<file path="config.mk">
export PLATFORM = sky130hd
export DESIGN_NAME = ped_crossing_ctrl
export DESIGN_NICKNAME = d
export VERILOG_FILES = /design/src/rtl/ped_crossing_ctrl.sv
export SDC_FILE = /design/constraint.sdc
export NUM_CORES = 1
export LEC_CHECK = 0
export ABC_AREA = 1
export CORE_UTILIZATION = 47
export DETAILED_ROUTE_END_ITERATION = 10
export PLACE_DENSITY_LB_ADDON = 0.12
export SKIP_CTS_REPAIR_TIMING = 1
export SYNTH_ARGS = -nofsm -noshare
export SYNTH_HDL_FRONTEND = slang
export SYNTH_SLANG_ARGS = --single-unit
</file>
<file path="constraint.sdc">
create_clock -name clk -period 1.27 [get_ports clk]
set_input_delay 0.254 -clock clk [delete_from_list [all_inputs] [get_ports clk]]
set_output_delay 0.254 -clock clk [all_outputs]
set_load 0.005 [all_outputs]
</file>
<file path="src/rtl/ped_crossing_ctrl.sv">
// Pedestrian-crossing controller: latches button presses and grants WALK then a
// flashing clearance phase inside a vehicle-red window, with a sticky safety fault.
module ped_crossing_ctrl #(
  parameter int unsigned WALK_TIME  = 3,
  parameter int unsigned CLEAR_TIME = 2
) (
  input  logic clk,
  input  logic reset,
  input  logic red,
  input  logic yellow,
  input  logic green,
  input  logic ped_btn,
  output logic walk,
  output logic dont_walk,
  output logic flash,
  output logic req_pending,
  output logic fault
);

  localparam int unsigned CNT_W = 4;

  typedef enum logic [1:0] {
    IDLE  = 2'd0,
    WALK  = 2'd1,
    CLEAR = 2'd2
  } state_t;

  state_t             state_q, state_d;
  logic [CNT_W-1:0]   cnt_q, cnt_d;
  logic               s1_q, s1_d;
  logic               s2_q, s2_d;
  logic               s2_dly_q, s2_dly_d;
  logic               red_dly_q, red_dly_d;
  logic               req_pending_q, req_pending_d;
  logic               fault_q, fault_d;
  logic               walk_q, walk_d;
  logic               dont_walk_q, dont_walk_d;
  logic               flash_q, flash_d;

  logic               press_c;
  logic               red_rise_c;
  logic               onehot_ok_c;
  logic               abort_c;

  always_comb begin
    press_c     = s2_q & ~s2_dly_q;
    red_rise_c  = red & ~red_dly_q;
    onehot_ok_c = ({red, yellow, green} == 3'b100) ||
                  ({red, yellow, green} == 3'b010) ||
                  ({red, yellow, green} == 3'b001);
    abort_c     = ~red | ~onehot_ok_c;
  end

  // Next-state, counter, request latch and registered lamp decode
  always_comb begin
    state_d       = state_q;
    cnt_d         = cnt_q;
    s1_d          = ped_btn;
    s2_d          = s1_q;
    s2_dly_d      = s2_q;
    red_dly_d     = red;
    fault_d       = fault_q | ~onehot_ok_c;
    req_pending_d = req_pending_q | press_c;
    walk_d        = 1'b0;
    dont_walk_d   = 1'b1;
    flash_d       = 1'b0;

    unique case (state_q)
      IDLE: begin
        if (req_pending_q && red_rise_c && onehot_ok_c && !fault_q) begin
          state_d       = WALK;
          cnt_d         = CNT_W'(WALK_TIME - 1);
          req_pending_d = 1'b0;
        end
      end
      WALK: begin
        if (abort_c) begin
          state_d = IDLE;
          cnt_d   = '0;
          fault_d = 1'b1;
        end else if (cnt_q == '0) begin
          state_d = CLEAR;
          cnt_d   = CNT_W'(CLEAR_TIME - 1);
        end else begin
          cnt_d = cnt_q - CNT_W'(1);
        end
      end
      CLEAR: begin
        if (abort_c) begin
          state_d = IDLE;
          cnt_d   = '0;
          fault_d = 1'b1;
        end else if (cnt_q == '0) begin
          state_d = IDLE;
        end else begin
          cnt_d = cnt_q - CNT_W'(1);
        end
      end
      default: begin
        state_d = IDLE;
        cnt_d   = '0;
      end
    endcase

    // Lamps follow the state being entered so they are pure flop outputs
    unique case (state_d)
      WALK: begin
        walk_d      = 1'b1;
        dont_walk_d = 1'b0;
      end
      CLEAR: begin
        flash_d     = 1'b1;
        dont_walk_d = (state_q == CLEAR) ? ~dont_walk_q : 1'b1;
      end
      default: begin
        dont_walk_d = 1'b1;
      end
    endcase
  end

  always_ff @(posedge clk or posedge reset) begin
    if (reset) begin
      state_q       <= IDLE;
      cnt_q         <= '0;
      s1_q          <= 1'b0;
      s2_q          <= 1'b0;
      s2_dly_q      <= 1'b0;
      red_dly_q     <= 1'b0;
      req_pending_q <= 1'b0;
      fault_q       <= 1'b0;
      walk_q        <= 1'b0;
      dont_walk_q   <= 1'b1;
      flash_q       <= 1'b0;
    end else begin
      state_q       <= state_d;
      cnt_q         <= cnt_d;
      s1_q          <= s1_d;
      s2_q          <= s2_d;
      s2_dly_q      <= s2_dly_d;
      red_dly_q     <= red_dly_d;
      req_pending_q <= req_pending_d;
      fault_q       <= fault_d;
      walk_q        <= walk_d;
      dont_walk_q   <= dont_walk_d;
      flash_q       <= flash_d;
    end
  end

  assign walk        = walk_q;
  assign dont_walk   = dont_walk_q;
  assign flash       = flash_q;
  assign req_pending = req_pending_q;
  assign fault       = fault_q;

endmodule

</file>
==> results of run 1 <==
[path summary, 6_finish.rpt]
| check | from | to | slack, ps | depth (start not counted) |
|---|---|---|---|---|
| min in group asynchronous | reset | cnt_q[2] | 260 | 3 |
| hold / removal | red | red_dly_q | 180 | 1 |
| hold reg to reg | s1_q | s2_dly_d | 360 | 0 |
| max in group asynchronous | reset | dont_walk | 770 | 3 |
| setup reg to reg | state_q[1] | dont_walk | -200 | 12 |
| setup / recovery | state_q[1] | dont_walk | -200 | 12 |
[cells by family (layout without fill, tap and decap cells)]
group,Yosys count,count (layout),share of synthesized area (%)
and+or+nand+nor,45,45,26.36
buffers and inverters,23,59,10.16
DFF,15,15,44.33
AOI/OAI and AO/OA,13,13,9.279
adders and majority gates,6,6,8.836
xor gates and xnor gates,1,1,1.031
[through the flow]
step | utilization, % | setup TNS [ps]
2_1_floorplan | - | -171.4
3_3_place_gp | 70.41 | -3486
3_5_place_dp | 70.41 | -4171
4_1_cts | 72.14 | -2519
5_1_grt | 78.41 | -2101
6_report | 78.41 | -1009
[Yosys cell counts]
master / count
a21oi_4: 1
nor2_2: 1
xor2_1: 1
nand3_2: 2
nand3_1: 10
inv_1: 22
nor2_1: 6
a21oi_1: 2
o21ai_0: 9
inv_2: 1
a22oi_1: 1
nand4_1: 4
dfrtp_1: 14
nand2_2: 2
dfstp_2: 1
nand2_1: 19
ha_1: 6
nor3_4: 1
[worst max-delay path, stage by stage, from the launching register on]
cell     delay, ps
dfrtp_1        430
buf_6          140
ha_4           160
inv_4           70
nand2_4         50
nand3_2         80
nand2_2         50
nand2_2        100
nand2_2         60
inv_2           60
nand3_2         70
nand2_1         70
nand2_1         60
[area by class of cell]
type                            instances  area (sq um)  area share [%]
Multi-Input combinational cell         65         434.2           34.73
Sequential cell                        15         377.9           30.23
Timing Repair Buffer                   32         289.0           23.12
Inverter                               23         91.34           7.307
Tap cell                               24         30.03           2.402
Clock buffer                            3         22.52           1.802
Clock inverter                          1         5.005          0.4004
[metal layers]
layer | vias up | share of wire, % | GRT usage [%]
met2 | 17 | 53 | 36.18
met1 | 375 | 42 | 23.83
met3 | 4 | 3.6 | 4.898
met4 | 0 | 0.94 | 10.91
met5 | - | 0 | 0
li1 | 399 | - | -
[cells in the final DEF (no fill, tap or decap), types with 3 or more instances in the layout]
cell and instances:
ha_1 3, inv_1 13, nand2_2 6, inv_2 8, dfrtp_1 13, nand4_1 4
dlymetal6s2s_1 8, nand2_1 14, nor2_1 5, clkbuf_4 3, buf_4 21, o21ai_0 6
nand3_1 10, o21ai_1 3
[power groups by stage]
stage	combinational (mW)	clock (mW)	sequential (mW)
finish	0.0498	0.288	0.486
global route	0.0560	0.310	0.487
CTS	0.0499	0.290	0.486
detailed placement	0.0498	0	0.495
global placement	0.0485	0	0.495
floorplan	0.0212	0	0.495
[state kept, by name, summed over array words and instances, names as in the netlist]
signal and flops:
cnt_q 4, dont_walk 1, fault 1, flash 1
red_dly_q 1, req_pending 1, s1_q 1, s2_dly_d 1
s2_dly_q 1, state_q 2, walk 1
==> impl_metrics.json, run 1 <==
{
  "p_switching_uw": 201.8,
  "core_area_sq_um": 1594,
  "areaGrowthSynthToFinish_pct": 47.13,
  "antenna_cells": 0,
  "drt-total-wl_um": 2018,
  "viasPerCell": 4.877,
  "synth.area.top_cells": "dfrtp_1, inv_1, ha_1, nand2_1, nand3_1",
  "pwr-share-comb_pct": 6.0,
  "dieArea_sq_um": 1982,
  "ioPinCount": 11,
  "dp_hpwl_um": 1370,
  "synth_top_area_share_pct": 41.24,
  "start_util_pct": 53.30,
  "clk_root_buffer_cell": "clkbuf_4",
  "fin_crit_sh_pct": 115.8,
  "seq_area_frac_synth_pct": 44.33,
  "routedWlPerCell_um": 12.38,
  "max-cap-violations": 0,
  "track_usage_pct": 20.92,
  "violations": "setup timing",
  "crit_type": "flop to flop",
  "crit_fanout": 4,
  "sw_frac_of_total_pct": 24.48,
  "internal_power_uw": 622.2,
  "syn_inst": 103,
  "stdcell_count": 163,
  "fin_total_pwr_uw": 824.0,
  "placed_area_sq_um": 1122,
  "p_per_area_nw_per_um2": 659.2,
  "vias": 795,
  "start_kind": "flop",
  "cts_tree": "done",
  "antenna_found_initial": 0,
  "p_seq_share_pct": 59.0,
  "outcome": "finished, violations left",
  "dp.cells": 155,
  "grt_overflow": 0,
  "setup_viol": 8,
  "p_clk_share_pct": 35.0,
  "cts_sinks": 15,
  "drive_above_1_share_pct": 38.85,
  "irDropWorstVdd_v": 0.0007408,
  "place_congestion": 0.9162,
  "die_h_um": 44.52,
  "cts_buffers": 3,
  "ys_warn_count": 0,
  "static-leakage-power_nw": 0.6981,
  "clockBufferDepth": 2,
  "whs_ps": 183.9,
  "rows": 14,
  "route.detailed.drc": 0,
  "nets": 152,
  "grt_pass1_vias": 750,
  "drt_iter0_markers": 16,
  "synth_seq_cells": 15,
  "clkTransAtPathRegs_ps": 110,
  "syn_avg_cell_area_sq_um": 8.248,
  "grt_start_max_net_pins": 16,
  "post-route-min-period_ps": 1470,
  "pre_cts_slack_ps": -518.0,
  "yosysTopAreaCell": "dfrtp_1",
  "worstHoldPathType": "input pin to flop",
  "clock_latency_ps": 290,
  "portBuffers": 10,
  "tightest_slew_ps": 247.1,
  "syn-num-nets": 115,
  "final_cell_area_sq_um": 1250,
  "synth_cell_types": 18,
  "final_max_slew_viol_count": 0,
  "grt_pass1_wl_um": 2960,
  "skew_ps": 11.38,
  "netlist_area_sq_um": 849.6,
  "endpoint_kind": "flop",
  "dr.pass1.iters": 4,
  "fmax_mhz": 680.1,
  "htreeDepth": 1,
  "fillers": 107,
  "finalHoldViolations": 0,
  "worst_slack_ps": -200.4,
  "crit_arrival_ps": 1700,
  "ant_nets": 0,
  "die_w_um": 44.52,
  "rsz0062_at_grt": "yes",
  "worstPathRequired_ps": 1500,
  "maxSlewHeadroom_pct": 83.48
}
Note: power is estimated with default switching activity, not from simulation.
==> run 2: changes to the inputs <==
--- a/config.mk
+++ b/config.mk
@@ -6,6 +6,7 @@
 export NUM_CORES = 1
 export LEC_CHECK = 0
 export ABC_AREA = 1
+export CORE_ASPECT_RATIO = 0.9
 export CORE_UTILIZATION = 47
 export DETAILED_ROUTE_END_ITERATION = 10
 export PLACE_DENSITY_LB_ADDON = 0.12
==> run 2 against run 1 <==
The flow still finishes with violations (setup timing). Global-route usage is 0.72 points higher. Cell area up 6.8%. Routed wire length is 3.6% higher. First-iteration DRC count grew 50%. Clock-buffer cell count grew 1. Setup slack got worse by 4.1 ps. Clock power decreased by 5%. Via count grew 0.50%. Largest power group unchanged.
==> impl_metrics.json, run 2 (synthesized netlist as in run 1, its figures left out) <==
{
  "clock_latency_ps": 280,
  "ant_nets": 0,
  "placed_area_sq_um": 1167,
  "final_common_cell": "buf_4",
  "ioPinCount": 11,
  "place_congestion": 0.8311,
  "grt_start_max_net_pins": 9,
  "reg.largest.list": "cnt_q (4), state_q (2)",
  "worst_slack_ps": -204.5,
  "routedWlPerCell_um": 12.44,
  "viasPerCell": 4.756,
  "cts_sinks": 15,
  "max_stage_delay_ps": 440,
  "antenna_cells": 0,
  "start_kind": "flop",
  "cts_buffers": 3,
  "post-route-min-period_ps": 1474,
  "route.detailed.drc": 0,
  "die_h_um": 42.34,
  "fmax_mhz": 678.2,
  "antenna_found_initial": 0,
  "dieArea_sq_um": 1982,
  "irDropWorstVdd_v": 0.0005286,
  "worstPathRequired_ps": 1490,
  "cts_tree": "done",
  "pre_cts_slack_ps": -466.0,
  "max-cap-violations": 0,
  "setup_viol": 9,
  "whs_ps": 180.0,
  "rows": 14,
  "die_w_um": 46.82,
  "clk_root_buffer_cell": "clkbuf_4",
  "crit_arrival_ps": 1690,
  "static-leakage-power_nw": 0.7246,
  "clockBufferDepth": 2,
  "crit_type": "flop to flop",
  "final_cell_area_sq_um": 1335,
  "worstHoldPathType": "input pin to flop",
  "core_area_sq_um": 1682,
  "tightest_slew_ps": 257.6,
  "grt_overflow": 0,
  "grt_pass1_wl_um": 3029,
  "rsz0062_at_grt": "yes",
  "nets": 157,
  "worst_path_most_repeated_cell": "nand2_2",
  "crit_fanout": 4,
  "endpoint_kind": "flop",
  "finalHoldViolations": 0,
  "tns_ps": -1093,
  "dr.pass1.iters": 4,
  "final_max_slew_viol_count": 0,
  "track_usage_pct": 21.65,
  "violations": "setup timing",
  "areaGrowthSynthToFinish_pct": 57.14,
  "skew_ps": 0.7850,
  "p_per_area_nw_per_um2": 615.7,
  "critPathSlowestCell": "dfrtp_1",
  "htreeDepth": 1,
  "fin_crit_sh_pct": 116.1,
  "largest_reg_flops": 4,
  "dp_hpwl_um": 1486,
  "dp.cells": 161,
  "path_cells": "buf_6 -> ha_4 -> inv_4 -> nand2_4 -> nand3_2 -> nand2_2 -> nand2_2 -> nand2_2 -> inv_2 -> nand3_2 -> nand2_1 -> nand2_1",
  "drive_above_1_share_pct": 45.14,
  "vias": 799,
  "start_util_pct": 50.52,
  "grt_pass1_vias": 755,
  "largest-register": "cnt_q",
  "outcome": "finished, violations left",
  "clkTransAtPathRegs_ps": 90,
  "drt_iter0_markers": 24,
  "drt-total-wl_um": 2090,
  "fillers": 119,
  "maxSlewHeadroom_pct": 82.77,
  "stdcell_count": 168,
  "portBuffers": 10,
  "final_cell_mix": "buf_4, dfrtp_1, nand2_1, inv_1, inv_2"
}
==> run 2: cell count changes in the layout (fill, tap and decap cells not counted), sizes merged <==
cell,change
buf,+5
clkinv,-1
clkbuf,+1
==> run 2: worst max-delay path, delay by kind of cell, from the launching register on <==
kind | cells | cell delay, ps
buffers and inverters | 3 | 290
adders and majority gates | 1 | 160
DFF | 1 | 440
and+or+nand+nor | 8 | 530
==> run 2: cell type report <==
cell class	count	area, sq um	share of cell area, %
clock buffer	4	26.28	1.968
inverter	23	88.84	6.654
multi-input combinational	65	475.5	35.61
sequential	15	376.6	28.21
tap	24	30.03	2.249
timing repair buffer	37	337.8	25.30
==> run 2: worst paths after layout <==
path                                 start         to  slack, ps  cells after the start
worst max-delay path            state_q[1]  dont_walk       -200                     12
worst min-delay path                   red  red_dly_q        180                      1
worst max register to register  state_q[1]  dont_walk       -200                     12
worst min register to register        s1_q   s2_dly_d        380                      0
max in group asynchronous            reset  dont_walk        790                      3
min in group asynchronous            reset   cnt_q[0]        270                      3
==> run 2: per-stage QoR <==
stage	utilization [%]	power [mW]
after detailed placement	69.42	0.5585
final	79.39	0.8219
after global placement	69.42	0.5559
after floorplan	-	0.5157
after global routing	79.39	0.8582
after CTS	70.98	0.8298
==> run 2: per-layer routing <==
layer / GRT usage [%] / part of all wire [%] / vias to the layer above
met5: 0 / 0 / -
met4: 6.857 / 0.43 / 0
met3: 2.586 / 1.9 / 2
met2: 36.94 / 51 / 9
met1: 27.65 / 46 / 380
li1: - / - / 408
==> run 2: power breakdown <==
part           switching, mW  leakage [nW]  internal, mW
clock                  0.151        0.0150         0.122
combinational         0.0309         0.539        0.0325
sequential           0.00224         0.171         0.484
total                  0.184         0.725         0.638
